[config.mk]
export PLATFORM = sky130hd
export DESIGN_NAME = spi_master_shifter
export DESIGN_NICKNAME = d
export VERILOG_FILES = /design/src/rtl/spi_master_shifter.sv
export SDC_FILE = /design/constraint.sdc
export NUM_CORES = 1
export LEC_CHECK = 0
export BUFFER_PORTS_ARGS = -buffer_cell sky130_fd_sc_hd__clkbuf_2
export CAP_MARGIN = 0
export CORE_UTILIZATION = 55
export DETAILED_ROUTE_END_ITERATION = 6
export PLACE_DENSITY_LB_ADDON = 0.12
export REMOVE_ABC_BUFFERS = 1
export SKIP_CTS_REPAIR_TIMING = 1
export SLEW_MARGIN = 15
export SYNTH_ARGS = -nofsm -noshare
export SYNTH_HDL_FRONTEND = slang
export SYNTH_SLANG_ARGS = --single-unit
[constraint.sdc]
create_clock -name clock -period 4.3 [get_ports clock]
set_input_delay 0.215 -clock clock [delete_from_list [all_inputs] [get_ports clock]]
set_output_delay 0.215 -clock clock [all_outputs]
set_load 0.01 [all_outputs]
[src/rtl/spi_master_shifter.sv]
// SPI master word shifter: runtime clock divider, all four CPOL/CPHA modes, valid/ready TX, RX strobe.
// Optional build macro SPI_MASTER_LSB_FIRST_EN adds the lsb_first input for LSB-first transfers.
`timescale 1ns/1ps

module spi_master_shifter #(
  parameter int DATA_W = 8,
  parameter int DIV_W  = 8
) (
  input  logic              clock,
  input  logic              reset,
  input  logic [DIV_W-1:0]  clk_div,
  input  logic              cpol,
  input  logic              cpha,
  input  logic              cs_keep,
  input  logic              tx_valid,
  output logic              tx_ready,
  input  logic [DATA_W-1:0] tx_data,
  output logic              rx_valid,
  output logic [DATA_W-1:0] rx_data,
  output logic              busy,
  output logic              sclk,
  output logic              mosi,
  input  logic              miso,
`ifdef SPI_MASTER_LSB_FIRST_EN
  input  logic              lsb_first,
`endif
  output logic              cs_n
);

  localparam int EW = $clog2(2 * DATA_W);
  localparam logic [EW-1:0] LAST_EDGE = EW'(2 * DATA_W - 1);

  localparam logic [2:0] IDLE  = 3'd0;
  localparam logic [2:0] SETUP = 3'd1;
  localparam logic [2:0] SHIFT = 3'd2;
  localparam logic [2:0] HOLD  = 3'd3;
  localparam logic [2:0] GAP   = 3'd4;

  logic [2:0]        state;
  logic [DIV_W-1:0]  div_cnt;
  logic [DIV_W-1:0]  div_l;
  logic              cpol_l;
  logic              cpha_l;
  logic              lsb_l;
  logic              lsb_in;
  logic [EW-1:0]     edge_cnt;
  logic [DATA_W-1:0] tx_sr;
  logic [DATA_W-1:0] rx_sr;
  logic [DATA_W-1:0] rx_data_q;
  logic              sclk_q;
  logic              mosi_q;
  logic              cs_n_q;

  logic tick;
  logic hold_tick;
  logic shift_tick;
  logic leading;
  logic sample_now;
  logic drive_now;
  logic accept;

`ifdef SPI_MASTER_LSB_FIRST_EN
  assign lsb_in = lsb_first;
`else
  assign lsb_in = 1'b0;
`endif

  function automatic logic [DATA_W-1:0] shift_word(input logic [DATA_W-1:0] w, input logic lsb);
    return lsb ? (w >> 1) : (w << 1);
  endfunction

  function automatic logic head_bit(input logic [DATA_W-1:0] w, input logic lsb);
    return lsb ? w[0] : w[DATA_W-1];
  endfunction

  assign tick       = (state != IDLE) && (div_cnt == div_l);
  assign hold_tick  = (state == HOLD) && tick;
  assign shift_tick = (state == SHIFT) && tick;
  assign leading    = ~edge_cnt[0];
  // cpha=0 samples on leading edges, cpha=1 on trailing edges; the other edge drives mosi.
  assign sample_now = shift_tick && (leading ^ cpha_l);
  assign drive_now  = shift_tick && (cpha_l ? leading : (!leading && edge_cnt != LAST_EDGE));

  assign tx_ready = !reset && ((state == IDLE) || (hold_tick && cs_keep));
  assign accept   = tx_valid && tx_ready;
  assign rx_valid = hold_tick && !reset;
  // The strobe cycle already presents the new word so a consumer can capture it with rx_valid.
  assign rx_data  = rx_valid ? rx_sr : rx_data_q;
  assign busy     = (state != IDLE);
  assign sclk     = sclk_q;
  assign mosi     = mosi_q;
  assign cs_n     = cs_n_q;

  always_ff @(posedge clock) begin
    if (reset) begin
      state     <= IDLE;
      div_cnt   <= '0;
      div_l     <= '0;
      cpol_l    <= 1'b0;
      cpha_l    <= 1'b0;
      lsb_l     <= 1'b0;
      edge_cnt  <= '0;
      tx_sr     <= '0;
      rx_sr     <= '0;
      rx_data_q <= '0;
      sclk_q    <= 1'b0;
      mosi_q    <= 1'b0;
      cs_n_q    <= 1'b1;
    end else begin
      div_cnt <= ((state == IDLE) || tick) ? '0 : div_cnt + 1'b1;
      if (hold_tick) rx_data_q <= rx_sr;

      if (accept) begin
        div_l    <= clk_div;
        cpol_l   <= cpol;
        cpha_l   <= cpha;
        lsb_l    <= lsb_in;
        sclk_q   <= cpol;
        cs_n_q   <= 1'b0;
        edge_cnt <= '0;
        rx_sr    <= '0;
        state    <= SETUP;
        // With cpha=0 the first bit must be on the wire before the first (sampling) edge.
        if (!cpha) begin
          mosi_q <= head_bit(tx_data, lsb_in);
          tx_sr  <= shift_word(tx_data, lsb_in);
        end else begin
          mosi_q <= 1'b0;
          tx_sr  <= tx_data;
        end
      end else begin
        case (state)
          IDLE: begin
            sclk_q <= cpol;
            cs_n_q <= 1'b1;
            mosi_q <= 1'b0;
          end
          SETUP: begin
            if (tick) begin
              edge_cnt <= '0;
              state    <= SHIFT;
            end
          end
          SHIFT: begin
            if (tick) begin
              sclk_q   <= ~sclk_q;
              edge_cnt <= edge_cnt + 1'b1;
              if (sample_now)
                rx_sr <= lsb_l ? {miso, rx_sr[DATA_W-1:1]} : {rx_sr[DATA_W-2:0], miso};
              if (drive_now) begin
                mosi_q <= head_bit(tx_sr, lsb_l);
                tx_sr  <= shift_word(tx_sr, lsb_l);
              end
              if (edge_cnt == LAST_EDGE) begin
                sclk_q <= cpol_l;
                state  <= HOLD;
              end
            end
          end
          HOLD: begin
            if (tick) begin
              cs_n_q <= 1'b1;
              mosi_q <= 1'b0;
              state  <= GAP;
            end
          end
          GAP: begin
            mosi_q <= 1'b0;
            if (tick) state <= IDLE;
          end
          default: state <= IDLE;
        endcase
      end
    end
  end

endmodule

Word level (Yosys, flattened, before mapping)
Cells that the tools add are included.

storage, ports and cells
  logic and storage cells = 101
  register bits = 52
  output and inout port bits = 14

cells by class
  equal/unequal tests = 19
  bitwise gates (word level) = 4
  $add $sub $neg = 2
  reductions and logical operators = 33
  multiplexer cells = 30

operators by type and width
  operator                                                               number
  8-bit two-way mux                                                      6
  3-bit two-way mux                                                      5
  3-bit inequality test, second input constant                           5
  3-bit case mux with 5 select lines                                     1
  1-bit two-way mux                                                      12
  6-bit AND reduction                                                    2
  1-bit logical AND                                                      10
  2-bit inequality test, second input constant                           5
  3-bit AND reduction                                                    3
  3-bit nonzero test                                                     3
  8-bit by 1-bit adder with 8-bit output, second input constant          1
  8-bit equality test                                                    1
  4-bit two-way mux                                                      2
  4-bit case mux with 2 select lines                                     1
  2-bit nonzero test                                                     4
  3-bit by 2-bit equality test with 1-bit output, second input constant  2
  2-bit OR reduction                                                     3
  4-bit by 1-bit adder with 4-bit output, second input constant          1
  4-bit equality test, second input constant                             1
  4-bit inequality test, second input constant                           1
  1-bit case mux with 2 select lines                                     2
  2-bit AND reduction                                                    2
  4-bit AND reduction                                                    1
  4-bit nonzero test                                                     1
  other kinds (10)                                                       13

Longest topological paths before layout
  depth in word-level cells = 9
  mapped depth = 8
  gate-level depth less buffers = 6

Least setup slack after synthesis
OpenSTA, ideal clock, no wires.

  path type = register -> output
  start point = reg div_cnt[0]
  end point = out rx_data[0]
  cell stages (with the launch flop) = 7
  data required time = 4,085 ps
  slack = 2,264 ps
  data arrival time = 1,821 ps
  buffers on the path = 1
  path through = dfxtp_1 xnor2_1 and4_1 buf_2 nand2_1 nor3_4 mux2_2

on the way
  word-level cells in the longest chain between the ends = 5

ends and longest elaborated chain
  item                      RTL line  source
  start: declaration        40        logic [DIV_W-1:0] div_cnt;
  start signal: assignment  110       div_cnt <= ((state == IDLE) || tick) ? '0 : div_cnt + 1'b1;
  8-bit equality test       76        assign tick = (state != IDLE) && (div_cnt == div_l);
  1-bit logical AND         76
  1-bit logical AND         77        assign hold_tick = (state == HOLD) && tick;
  1-bit logical AND         86        assign rx_valid = hold_tick && !reset;
  via rx_valid              18        output logic rx_valid,
  8-bit two-way mux         88        assign rx_data = rx_valid ? rx_sr : rx_data_q;
  end: declaration          19        output logic [DATA_W-1:0] rx_data,

The timed path passes the listed nets, and every way through them passes these cells.

Worst setup path after layout
  start point = reg div_cnt[0]
  end point = out rx_data[4]

on the way
  word-level cells in the longest chain between the ends = 5

ends and longest elaborated chain
  item                 RTL line
  8-bit equality test  76
  1-bit logical AND    76
  1-bit logical AND    77
  1-bit logical AND    86
  8-bit two-way mux    88

No other way between the ends.

==> run metrics <==
Syn. warnings=0; H-tree depth=2; failing checks=DRC; Max-cap violations=0; Row Count=24; antenna violations before repair=0; # diodes=0; 1st-iter DRT viols=118; Routed WL=5140 µm; worst-margin pin slew=1030 ps; CTS Sinks=52; TritonCTS buffer count=5; top-area cell type share of the netlist area=39.3%; First-pass DRT Iterations=6; unrepaired setup endpoints after global routing=no; clk_lat worst skew=300 ps; vias in the first global route=1920; Rel. slew slack=31.3%; grt total ovfl=0; Cell Pwr Density=341 nW/µm²; Worst-path clk slew=100 ps; area delta synth->final=11.3%; Period minus WS final=2750 ps; Final nets=322; chip height=71.4 µm; DIE AREA=5090 µm²; ys async rst share=0%; maximum clock insertion buffer count=2; number of distinct library cells after synthesis=46; Crit Path Category=register to output pin; startpoint types=register; non-filler cells, final=350; post-synthesis sequential area ratio=39.3%; CTS tree=yes; top cells by area, synth=dfxtp_1 (39%), mux2i_1 (9.1%), mux2_4 (5.7%); detailed placer's ending HPWL=3580 µm; Worst EP required=4090 ps; IO buf count=36; Top FF cell, synth=dfxtp_1; Peak VDD IR=0.216 mV; class of the worst hold path=input port to register; GRT Util Overall=22.3%; final count of negative-setup-slack endpoints=0; Via density=5.75; ANT nets after route=0; Initial Util=59.1%; EDFF count, synth=0; clk_skew=10.6 ps; routed via count=2011; Cells after Synth=269; wire length per cell=14.7 µm; Seq cells post-synth=52; DR DRC count=2; status=finished, violations left; Clock Tree Root=clkbuf_8; GPL Wtd Cong=0.773; layout cells sized above 1=25.2%; setup TNS=0 ps; Max Slew Vio Count=0; crit share post-route=64.0%; Die W=71.4 µm; cell accounting for the most synthesized area=dfxtp_1; crit end category=output pin; largest net degree at the start of global routing=37; global-route wire length before repair=8960 µm; Cell Area, Synth=2650 µm²; CP max FO=9; leakage power=1.26 nW; Final Hold Fails=0; core box area=4470 µm²; WP data arrival=2540 ps; Inst Count DP=342; I/O pins=37; Synth Area per Inst=9.84 µm²; Final Util=65.9%; FMAX=0.363 GHz
==> worst max-delay path, cell delays in order (launching register included) <==
cell and delay (ps):
dfxtp_1 450, xnor2_1 180, and4_1 430, nand2_1 190, nor3_4 460, mux2_2 390, clkbuf_2 130
==> registers in the layout (all words and copies together) (netlist names) <==
register and count:
cpha_l 1, div_cnt 8, rx_sr 8, cs_n 1
div_l 8, mosi 1, edge_cnt 4, rx_data_q 8
cpol_l 1, tx_sr 8, sclk 1, state 3
==> power breakdown <==
part | internal [W] | switching (W) | leakage (nW)
sequential | 0.000500 | 0.0000157 | 0.423
combinational | 0.0000600 | 0.0000764 | 0.779
clock | 0.000191 | 0.000163 | 0.0614
total | 0.000750 | 0.000256 | 1.26
==> per-stage QoR <==
step / power, W / hold slack [ps] / setup slack, ps / cell area [µm²]
detailed placement: 0.000662 / 445 / 1680 / 2830
global placement: 0.000660 / 442 / 1720 / 2830
finish: 0.00101 / 127 / 1550 / 2950
CTS: 0.00101 / 125 / 1550 / 2950
floorplan: 0.000616 / 284 / 2050 / 2560
global route: 0.00105 / 109 / 1350 / 2950
==> Yosys cell counts (2+ instances only) <==
library cell,n
xnor2_2,4
nand4b_1,2
mux2_4,10
nand2_1,6
nor2_1,33
a21oi_1,5
ha_1,2
and3_1,3
nand4_1,2
buf_2,8
a2111oi_0,7
nor3_1,4
nor4_1,2
and4_1,2
or3_1,2
clkbuf_1,7
dfxtp_1,52
inv_1,6
xnor2_1,6
o41a_1,2
nand2b_1,3
mux2i_1,24
xor2_1,6
a21o_1,3
a211oi_1,7
nand4_2,4
mux2_2,8
nor2b_1,18
nand3_1,10
o21ai_0,5
==> layout make-up <==
cell class                 count  area (µm²)
clock buffer                   6        82.6
clock inverter                 2        38.8
tap                           52        65.1
inverter                       6        22.5
multi-input combinational    194        1500
timing repair buffer          38         195
fill                         395        1530
sequential                    52        1040
==> kinds of logic (layout without fill, tap and decap cells) <==
kind of cell,after synthesis,after routing,share of synthesized area (%)
XOR/XNOR,16,16,6.43
buffers and inverters,23,52,3.92
adder cells (fa/ha/maj),2,2,0.945
AND/OR/NAND/NOR,98,98,20.9
flip-flops,52,52,39.3
AO/OA/AOI/OAI,36,36,10.3
multiplexers,42,42,18.2
==> cell usage in the layout, fill, tap and decap left out, types with 2 or more instances in the layout <==
master and instances:
and3_1 3, nand4_1 2, clkbuf_2 36, ha_1 2
xnor2_2 4, xor2_1 6, o21ai_0 5, or3_1 2
nor3_1 4, nor2b_1 18, a21o_1 3, and4_1 2
xnor2_1 6, a21oi_1 5, o41a_1 2, nand4b_1 2
a2111oi_0 7, dfxtp_1 52, nand3_1 10, nand4_2 4
a211oi_1 7, mux2i_1 24, nand2_1 6, buf_4 2
nor2_1 33, mux2_2 8, inv_1 6, clkbuf_8 6
mux2_4 10, nor4_1 2, nand2b_1 3
==> metal layers <==
metal | wire (µm) | global-route usage (%) | vias to the layer above | share of wire [%]
met5 | 0 | 0 | - | 0
met4 | 42 | 5.11 | 0 | 0.82
met3 | 213 | 4.64 | 6 | 4.1
met2 | 2430 | 36.3 | 43 | 47
met1 | 2460 | 30.8 | 942 | 48
li1 | - | - | 1020 | -
==> worst paths after layout <==
path,startpoint,end,slack [ps],depth (start not counted)
setup / recovery,div_cnt[0],rx_data[4],1550,6
hold / removal,clk_div[4],div_l[4],130,2
setup reg to reg,div_cnt[0],div_l[2],1630,5
hold reg to reg,rx_data_q[6],rx_data_q[6],500,2
No activity file was read; power rests on OpenSTA's default activity.
